--- config.mk ---
export PLATFORM = sky130hd
export DESIGN_NAME = spi_slave_rx
export DESIGN_NICKNAME = d
export VERILOG_FILES = /design/src/rtl/spi_slave_rx.sv
export SDC_FILE = /design/constraint.sdc
export NUM_CORES = 1
export LEC_CHECK = 0
export BUFFER_PORTS_ARGS = -buffer_cell sky130_fd_sc_hd__buf_4
export CORE_AREA = 2 2 94 187
export CTS_BUF_LIST = sky130_fd_sc_hd__clkbuf_8
export DETAILED_ROUTE_END_ITERATION = 12
export DIE_AREA = 0 0 96 189
export PLACE_DENSITY = 0.66
export RECOVER_POWER = 100
export SLEW_MARGIN = 20
export SYNTH_ARGS = -nofsm -noshare
export SYNTH_HDL_FRONTEND = slang
export SYNTH_SLANG_ARGS = --single-unit
--- constraint.sdc ---
create_clock -name clk_i -period 3.08 [get_ports clk_i]
set_input_delay 0.308 -clock clk_i [delete_from_list [all_inputs] [get_ports clk_i]]
set_output_delay 0.308 -clock clk_i [all_outputs]
set_load 0.03 [all_outputs]
--- src/rtl/spi_slave_rx.sv ---
// SPI mode-0 receive-only slave: synchronizes the SPI pins into clk_i, shifts
// MSB-first words and queues them in a first-word-fall-through FIFO.
module spi_slave_rx #(
    parameter int DATA_WIDTH = 32,
    parameter int FIFO_DEPTH = 4
) (
    input  logic                  clk_i,
    input  logic                  rst_ni,
    input  logic                  spi_sclk,
    input  logic                  spi_sdo,
    input  logic                  spi_cs,
    output logic [DATA_WIDTH-1:0] rx_data_o,
    output logic                  rx_valid_o,
    input  logic                  rx_ready_i,
    input  logic                  err_clr_i,
    output logic                  overflow_o,
    output logic                  frame_err_o,
    output logic                  busy_o
);
    localparam int CW = $clog2(DATA_WIDTH);
    localparam int AW = $clog2(FIFO_DEPTH);
    localparam logic [CW-1:0] LAST_BIT = CW'(DATA_WIDTH - 1);

    typedef enum logic {IDLE, SHIFT} state_e;

    logic [1:0] sclk_sync_q, sclk_sync_d, sdo_sync_q, sdo_sync_d, cs_sync_q, cs_sync_d;
    logic       sclk_prev_q, sclk_prev_d, cs_prev_q, cs_prev_d;
    logic [1:0] warm_q, warm_d;
    logic       armed_q, armed_d;
    logic       sclk_rise_q, sclk_rise_d, cs_fall_q, cs_fall_d, cs_rise_q, cs_rise_d;
    logic       sdo_q, sdo_d;

    state_e                state_q, state_d;
    logic [CW-1:0]         cnt_q, cnt_d;
    logic [DATA_WIDTH-1:0] shreg_q, shreg_d;
    logic                  push, ferr_evt;

    logic [DATA_WIDTH-1:0] mem_q [FIFO_DEPTH];
    logic [AW:0]           wr_ptr_q, wr_ptr_d, rd_ptr_q, rd_ptr_d;
    logic                  empty, full, pop, wr_en, ovf_evt;
    logic                  ovf_q, ovf_d, ferr_q, ferr_d;

    // Pin synchronizers plus one registered event stage. A falling cs is only
    // honoured once a real high level has been seen after reset, so a cs that
    // is already low at reset release cannot start a frame.
    always_comb begin
        sclk_sync_d = {sclk_sync_q[0], spi_sclk};
        sdo_sync_d  = {sdo_sync_q[0], spi_sdo};
        cs_sync_d   = {cs_sync_q[0], spi_cs};
        sclk_prev_d = sclk_sync_q[1];
        cs_prev_d   = cs_sync_q[1];
        warm_d      = {warm_q[0], 1'b1};
        armed_d     = armed_q | (warm_q[1] & cs_sync_q[1]);
        sclk_rise_d = sclk_sync_q[1] & ~sclk_prev_q;
        cs_fall_d   = armed_q & ~cs_sync_q[1] & cs_prev_q;
        cs_rise_d   = cs_sync_q[1] & ~cs_prev_q;
        sdo_d       = sdo_sync_q[1];
    end

    always_ff @(posedge clk_i or negedge rst_ni) begin
        if (!rst_ni) begin
            sclk_sync_q <= 2'b00;
            sdo_sync_q  <= 2'b00;
            cs_sync_q   <= 2'b11;
            sclk_prev_q <= 1'b0;
            cs_prev_q   <= 1'b1;
            warm_q      <= 2'b00;
            armed_q     <= 1'b0;
            sclk_rise_q <= 1'b0;
            cs_fall_q   <= 1'b0;
            cs_rise_q   <= 1'b0;
            sdo_q       <= 1'b0;
        end else begin
            sclk_sync_q <= sclk_sync_d;
            sdo_sync_q  <= sdo_sync_d;
            cs_sync_q   <= cs_sync_d;
            sclk_prev_q <= sclk_prev_d;
            cs_prev_q   <= cs_prev_d;
            warm_q      <= warm_d;
            armed_q     <= armed_d;
            sclk_rise_q <= sclk_rise_d;
            cs_fall_q   <= cs_fall_d;
            cs_rise_q   <= cs_rise_d;
            sdo_q       <= sdo_d;
        end
    end

    // The sclk edge is handled before cs rising, so a final bit arriving with
    // cs deassertion still completes its word.
    always_comb begin
        state_d  = state_q;
        cnt_d    = cnt_q;
        shreg_d  = shreg_q;
        push     = 1'b0;
        ferr_evt = 1'b0;
        case (state_q)
            IDLE: begin
                if (cs_fall_q) begin
                    cnt_d   = '0;
                    state_d = SHIFT;
                end
            end
            SHIFT: begin
                if (sclk_rise_q) begin
                    shreg_d = {shreg_q[DATA_WIDTH-2:0], sdo_q};
                    if (cnt_q == LAST_BIT) begin
                        push  = 1'b1;
                        cnt_d = '0;
                    end else begin
                        cnt_d = cnt_q + CW'(1);
                    end
                end
                if (cs_rise_q) begin
                    state_d  = IDLE;
                    ferr_evt = (cnt_d != '0);
                end
            end
            default: state_d = IDLE;
        endcase
    end

    // FIFO with one extra pointer bit; a pop frees the slot a same-cycle push needs.
    always_comb begin
        empty    = (wr_ptr_q == rd_ptr_q);
        full     = (wr_ptr_q[AW] != rd_ptr_q[AW]) && (wr_ptr_q[AW-1:0] == rd_ptr_q[AW-1:0]);
        pop      = ~empty & rx_ready_i;
        wr_en    = push & (~full | pop);
        ovf_evt  = push & full & ~pop;
        wr_ptr_d = wr_ptr_q + (AW+1)'(wr_en);
        rd_ptr_d = rd_ptr_q + (AW+1)'(pop);
        ovf_d    = (ovf_q & ~err_clr_i) | ovf_evt;
        ferr_d   = (ferr_q & ~err_clr_i) | ferr_evt;
    end

    always_ff @(posedge clk_i or negedge rst_ni) begin
        if (!rst_ni) begin
            state_q  <= IDLE;
            cnt_q    <= '0;
            shreg_q  <= '0;
            wr_ptr_q <= '0;
            rd_ptr_q <= '0;
            ovf_q    <= 1'b0;
            ferr_q   <= 1'b0;
            for (int i = 0; i < FIFO_DEPTH; i++) mem_q[i] <= '0;
        end else begin
            state_q  <= state_d;
            cnt_q    <= cnt_d;
            shreg_q  <= shreg_d;
            wr_ptr_q <= wr_ptr_d;
            rd_ptr_q <= rd_ptr_d;
            ovf_q    <= ovf_d;
            ferr_q   <= ferr_d;
            if (wr_en) mem_q[wr_ptr_q[AW-1:0]] <= shreg_d;
        end
    end

    assign rx_valid_o  = ~empty;
    assign rx_data_o   = empty ? '0 : mem_q[rd_ptr_q[AW-1:0]];
    assign overflow_o  = ovf_q;
    assign frame_err_o = ferr_q;
    assign busy_o      = (state_q == SHIFT);
endmodule

* Yosys cells after proc, flatten, opt, wreduce, memory -nomap -nowiden
Index checks and enable logic that the tools add are counted.
Word-level totals: register bits after elaboration 189, output and inout port bits 36, logic and storage cells 83
Cells by class: add/sub/neg operators 3, order comparisons 3, equality and inequality tests 5, mux-type cells 22, bitwise operators 25, reduce and logical (&&, ||, !) cells 3
Operator list (count):
- $mux 32 | 6
- $bwmux 128 | 1
- $bmux 32 s2 | 1
- $demux 32 s2 | 1
- $mux 5 | 4
- $and 1x1->1 | 11
- $pmux 5 s2 | 1
- $not 1->1 | 8
- $mux 1 | 7
- $add 3x1->3 | 2
- $ge 3x3->1 const B | 2
- $not 2->3 | 2
- $add 5x1->5 const B | 1
- $eq 5x5->1 const B | 1
- $reduce_bool 5->1 | 1
- $or 1x1->1 | 4
- $eq 3x3->1 | 1
- $lt 3x1->1 const B | 1
- $eq 2x2->1 | 1
- $logic_and 1x1->1 | 2
- $ne 2x2->1 const B | 1
- $pmux 1 s2 | 1
- $ne 1x1->1 | 1

* Logic depth before layout (Yosys ltp)
depth in word-level cells 8, depth in mapped cells 8, gate-level depth less buffers 8

* Worst setup path before layout
OpenSTA, ideal clock, no wires.
path kind reg2reg, start point register cnt_q[0], end point register mem_q[102] (netlist name), arrival time 2.223 ns, data required time 2.952 ns, path slack 0.730 ns, cell stages (with the launch flop) 8, clock period less this slack 2.350 ns, cell sequence dfrtp_1 -> ha_1 -> and3_1 -> ha_1 -> nand3_1 -> nor4_2 -> buf_2 -> mux2_1
Between the ends: longest elaborated chain between the ends 5
Ends and longest elaborated chain:
- from (decl) | RTL line 34 | logic [CW-1:0] cnt_q, cnt_d;
- from (signal assigned) | RTL line 147 | cnt_q <= cnt_d;
- $eq 5x5->1 | RTL line 106 | if (cnt_q == LAST_BIT) begin
- $mux 1 | RTL line 106
- $mux 1 | RTL line 104 | if (sclk_rise_q) begin
- $mux 1 | RTL line 96 | case (state_q)
- $and 1x1->1 | RTL line 127 | wr_en = push & (~full | pop);
- to (signal, indexed assignment) | RTL line 153 | if (wr_en) mem_q[wr_ptr_q[AW-1:0]] <= shreg_d;
- to (decl) | RTL line 38 | logic [DATA_WIDTH-1:0] mem_q [FIFO_DEPTH];
No other way between the ends. A chain may end at the register's enable or synchronous reset.

* Worst setup path after layout
start point register rd_ptr_q[0], end point output port rx_data_o[7]
Between the ends: longest elaborated chain between the ends 5, elaborated cells on any way between the ends 6, those cells by class eq/ne (1); mux (4); bitwise (1)
Ends and longest elaborated chain:
- from (decl) | RTL line 39 | logic [AW:0] wr_ptr_q, wr_ptr_d, rd_ptr_q, rd_ptr_d;
- from (signal assigned) | RTL line 150 | rd_ptr_q <= rd_ptr_d;
- $not 2->3 (not written as such) | RTL line 158 | assign rx_data_o = empty ? '0 : mem_q[rd_ptr_q[AW-1:0]];
- $bmux 32 s2 | RTL line 158
- $mux 32 (not written as such) (2 in series) | RTL line 158
- $mux 32 (*) | RTL line 158
- to (decl) | RTL line 12 | output logic [DATA_WIDTH-1:0] rx_data_o,
Every way passes the cells marked *; elsewhere a longest branch is shown, timed or not. The select of a mux whose other input is x is not followed.

==> flow_summary.ini <==
[sta]
fin_setup_tns_ns = 0
fin_crit_sh_pct = 90.1
grt_setup_unrepaired = no
slew_viol_final = 71
min_period_ns = 2.77
fin_skew_ns = 0.0132
timing.final.hold_violations = 0
tightestPinTransition_ns = 1.82
whs_ns = 0.0579
fmax_mhz = 360
setup_viol = 0
slew-limit-headroom_pct = -21.3

[power_and_ir_drop]
p_per_area_nw_per_um2 = 562
intPower_uw = 3600
max-vdd-ir-drop_v = 0.000285
pwr-share-clk_pct = 31.1
combinationalPowerShare_pct = 16.5
p_leak_uw = 0.00462
swShare_pct = 28.7
p_sw_uw = 1450
p_seq_share_pct = 52.4

[run]
cap_violations = 1

[synthesis]
synth-edff-count = 0
ys_ff_latch = 189
ys_seq_area_share_pct = 57.6
ys_warn_count = 0
syn_area_per_cell_sq_um = 16.1
synth_nets = 522
ys_types = 39
syn_inst = 509
ys.flop_type = dfrtp_1
async_reset_ff_share_pct = 100
netlist_area_sq_um = 8210

[clocking]
ctsResizeCount = 0
cts.sinks = 189
clk_pin_slew_ns = 0.09
cts_setup_buffers = 0
cts_tree = built
cts_max_level = 4
hold_buffers = 4
cts-root-buf = clkbuf_8
numCtsBuffers = 17
clock_path_buffers = 2
clk_latency_ns = 0.46

[setup_path]
cp.depth = 4
path_max_fanout = 33
critPathMaxStageDelay_ns = 0.65
critPathKind = reg -> out
cp_top_family = buffers and inverters
cp_num_buf_inv = 2
rr_worst_depth = 8
path_cells = clkbuf_4 -> mux4_2 -> nor2b_1 -> clkbuf_2
worst_path_max_delay_cell = clkbuf_4
start_kind = flip-flop
critPathRequiredTime_ns = 2.77
worstSetupEndpointType = primary output
cp.arrival_ns = 2.47

[min_path]
min_path_cells = 2
hold_path.class = in -> reg

[cells_and_area]
antennaDiodeCount = 0
final_nets = 573
syn_to_final_growth_pct = 9.35
layout-drive-gt1-share_pct = 22.2

[routing]
routedWlPerCell_um = 19.8
viasPerCell = 5.52
routed-via-count = 4301
ant_nets = 0
drcViolationCount = 0
drt_iter0_markers = 113
first_pass_iters = 4
routed_wl_um = 15500

[outcome]
outcome = complete, but fails checks
violations = capacitance limit, slew limit

[global_routing]
gr-usage-all-layers_pct = 19.0
overflow = 0
antenna_found_initial = 0
grt_pass1_wl_um = 26100
first_global_vias = 4954
grt_start_max_net_pins = 72

[placement]
dpl.hpwl_um = 9510
gp_congestion = 0.743
port_buffers = 42

[floorplanning]
start_util_pct = 49.2
die_w_um = 96
die_h_um = 189
die_area_sq_um = 18100
core_sq_um = 16700
rows = 67
io-pin-count = 43
[cells in the final DEF, fill, tap and decap left out, types with 3 or more instances in the layout]
master / synthesis / final
dfrtp_1: 186 / 185
mux2_1: 99 / 156
clkbuf_2: 0 / 36
nor2b_1: 35 / 35
mux4_2: 32 / 32
clkbuf_8: 0 / 21
nand2_1: 9 / 9
inv_1: 7 / 8
buf_4: 0 / 8
clkbuf_4: 0 / 7
o21ai_0: 6 / 6
ha_1: 6 / 6
xor2_1: 4 / 5
mux2_2: 35 / 4
dlygate4sd3_1: 0 / 4
clkbuf_1: 8 / 4
nand2b_1: 3 / 3
clkinv_2: 0 / 3
[cell families (layout without fill, tap and decap cells)]
family                     after synthesis  count (layout)  share of synthesized area (%)
muxes                                  195             195                           32.3
buffers and inverters                   36              99                           2.13
AOI/OAI and AO/OA                       14              14                           1.10
xor gates and xnor gates                 6               6                          0.731
and+or+nand+nor                         62              62                           5.13
other                                    1               1                         0.0457
DFF                                    189             189                           57.6
adders and majority gates                6               6                          0.914
[per-layer routing]
layer  vias to the layer above  share of wire (%)  track usage, %
met5                         -                  0               0
met4                         0                1.6            6.65
met3                        18                1.7            3.26
met2                        43                 54            32.3
met1                      2313                 43            24.1
li1                       1927                  -               -
[cells in the mapped netlist (2+ instances only)]
| cell | instances | share of area, % |
|---|---|---|
| a21o_1 | 2 | 0.18 |
| and3_1 | 2 | 0.15 |
| buf_1 | 4 | 0.18 |
| buf_2 | 14 | 0.85 |
| buf_6 | 3 | 0.41 |
| clkbuf_1 | 8 | 0.37 |
| dfrtp_1 | 186 | 57 |
| dfstp_2 | 3 | 0.96 |
| ha_1 | 6 | 0.91 |
| inv_1 | 7 | 0.32 |
| mux2_1 | 99 | 14 |
| mux2_2 | 35 | 4.8 |
| mux2_4 | 27 | 4.9 |
| mux2i_1 | 2 | 0.24 |
| mux4_2 | 32 | 8.8 |
| nand2_1 | 9 | 0.41 |
| nand2b_1 | 3 | 0.23 |
| nor2_1 | 2 | 0.091 |
| nor2b_1 | 35 | 2.7 |
| nor3b_1 | 2 | 0.18 |
| nor4b_4 | 2 | 0.58 |
| o21ai_0 | 6 | 0.37 |
| xor2_1 | 4 | 0.43 |
[sequential cells by signal (all words and copies together), names as in the netlist]
| name | flops |
|---|---|
| armed_q | 1 |
| busy_o | 1 |
| cnt_q | 5 |
| cs_fall_q | 1 |
| cs_prev_q | 1 |
| cs_rise_q | 1 |
| cs_sync_q | 2 |
| frame_err_o | 1 |
| mem_q | 128 |
| overflow_o | 1 |
| rd_ptr_q | 3 |
| sclk_prev_q | 1 |
| sclk_rise_q | 1 |
| sclk_sync_q | 2 |
| sdo_q | 1 |
| sdo_sync_q | 2 |
| shreg_q | 32 |
| warm_q | 2 |
| wr_ptr_q | 3 |
[final timing paths]
| kind | startpoint | to | slack (ns) |
|---|---|---|---|
| worst max-delay path | rd_ptr_q[0]$_DFF_PN0_ | rx_data_o[7] | 0.31 |
| worst min-delay path | err_clr_i | overflow_o$_DFF_PN0_ | 0.06 |
| worst max register to register | cnt_q[0]$_DFFE_PN0P_ | mem_q[40]$_DFFE_PN0P_ | 0.31 |
| worst min register to register | sdo_sync_q[0]$_DFF_PN0_ | sdo_sync_q[1]$_DFF_PN0_ | 0.35 |
| max in group asynchronous | rst_ni | mem_q[43]$_DFFE_PN0P_ | 0.79 |
| min in group asynchronous | rst_ni | cnt_q[2]$_DFFE_PN0P_ | 0.87 |
[layout make-up]
| cell class | instances | area (sq um) |
|---|---|---|
| clock buffers | 21 | 289 |
| clock inverters | 10 | 90.1 |
| fillers | 1413 | 7700 |
| inverters | 7 | 26.3 |
| multi-input cells | 284 | 3200 |
| flip-flops and latches | 189 | 4730 |
| well taps | 207 | 259 |
| repair buffers | 61 | 388 |
[worst register-to-register path, stage by stage, from the launching register on]
cell	delay, ns
dfrtp_1	0.45
ha_1	0.21
and3_1	0.16
ha_1	0.24
nand3_1	0.12
clkbuf_1	0.23
nor4b_4	0.25
clkbuf_4	0.58
mux2_1	0.42
[power groups by stage]
stage	logic, uW	registers, uW	clock network (uW)
4_1_cts	892	2650	1630
3_3_place_gp	867	2690	0
3_5_place_dp	887	2700	0
5_1_grt	922	2660	1710
2_1_floorplan	614	2680	0
6_report	834	2650	1570
[through the flow]
| step | power (uW) | std cells | utilization [%] | setup WS, ns | area (sq um) |
|---|---|---|---|---|---|
| floorplan | 3290 | 509 | - | 0.730 | 8210 |
| global placement | 3560 | 744 | 52.9 | 0.626 | 8820 |
| detailed placement | 3590 | 744 | 52.9 | 0.559 | 8820 |
| CTS | 5170 | 779 | 55.4 | 0.280 | 9240 |
| global route | 5290 | 779 | 53.8 | 0.119 | 8980 |
| finish | 5050 | 779 | 53.8 | 0.306 | 8980 |
Note: power is estimated with default switching activity, not from simulation.
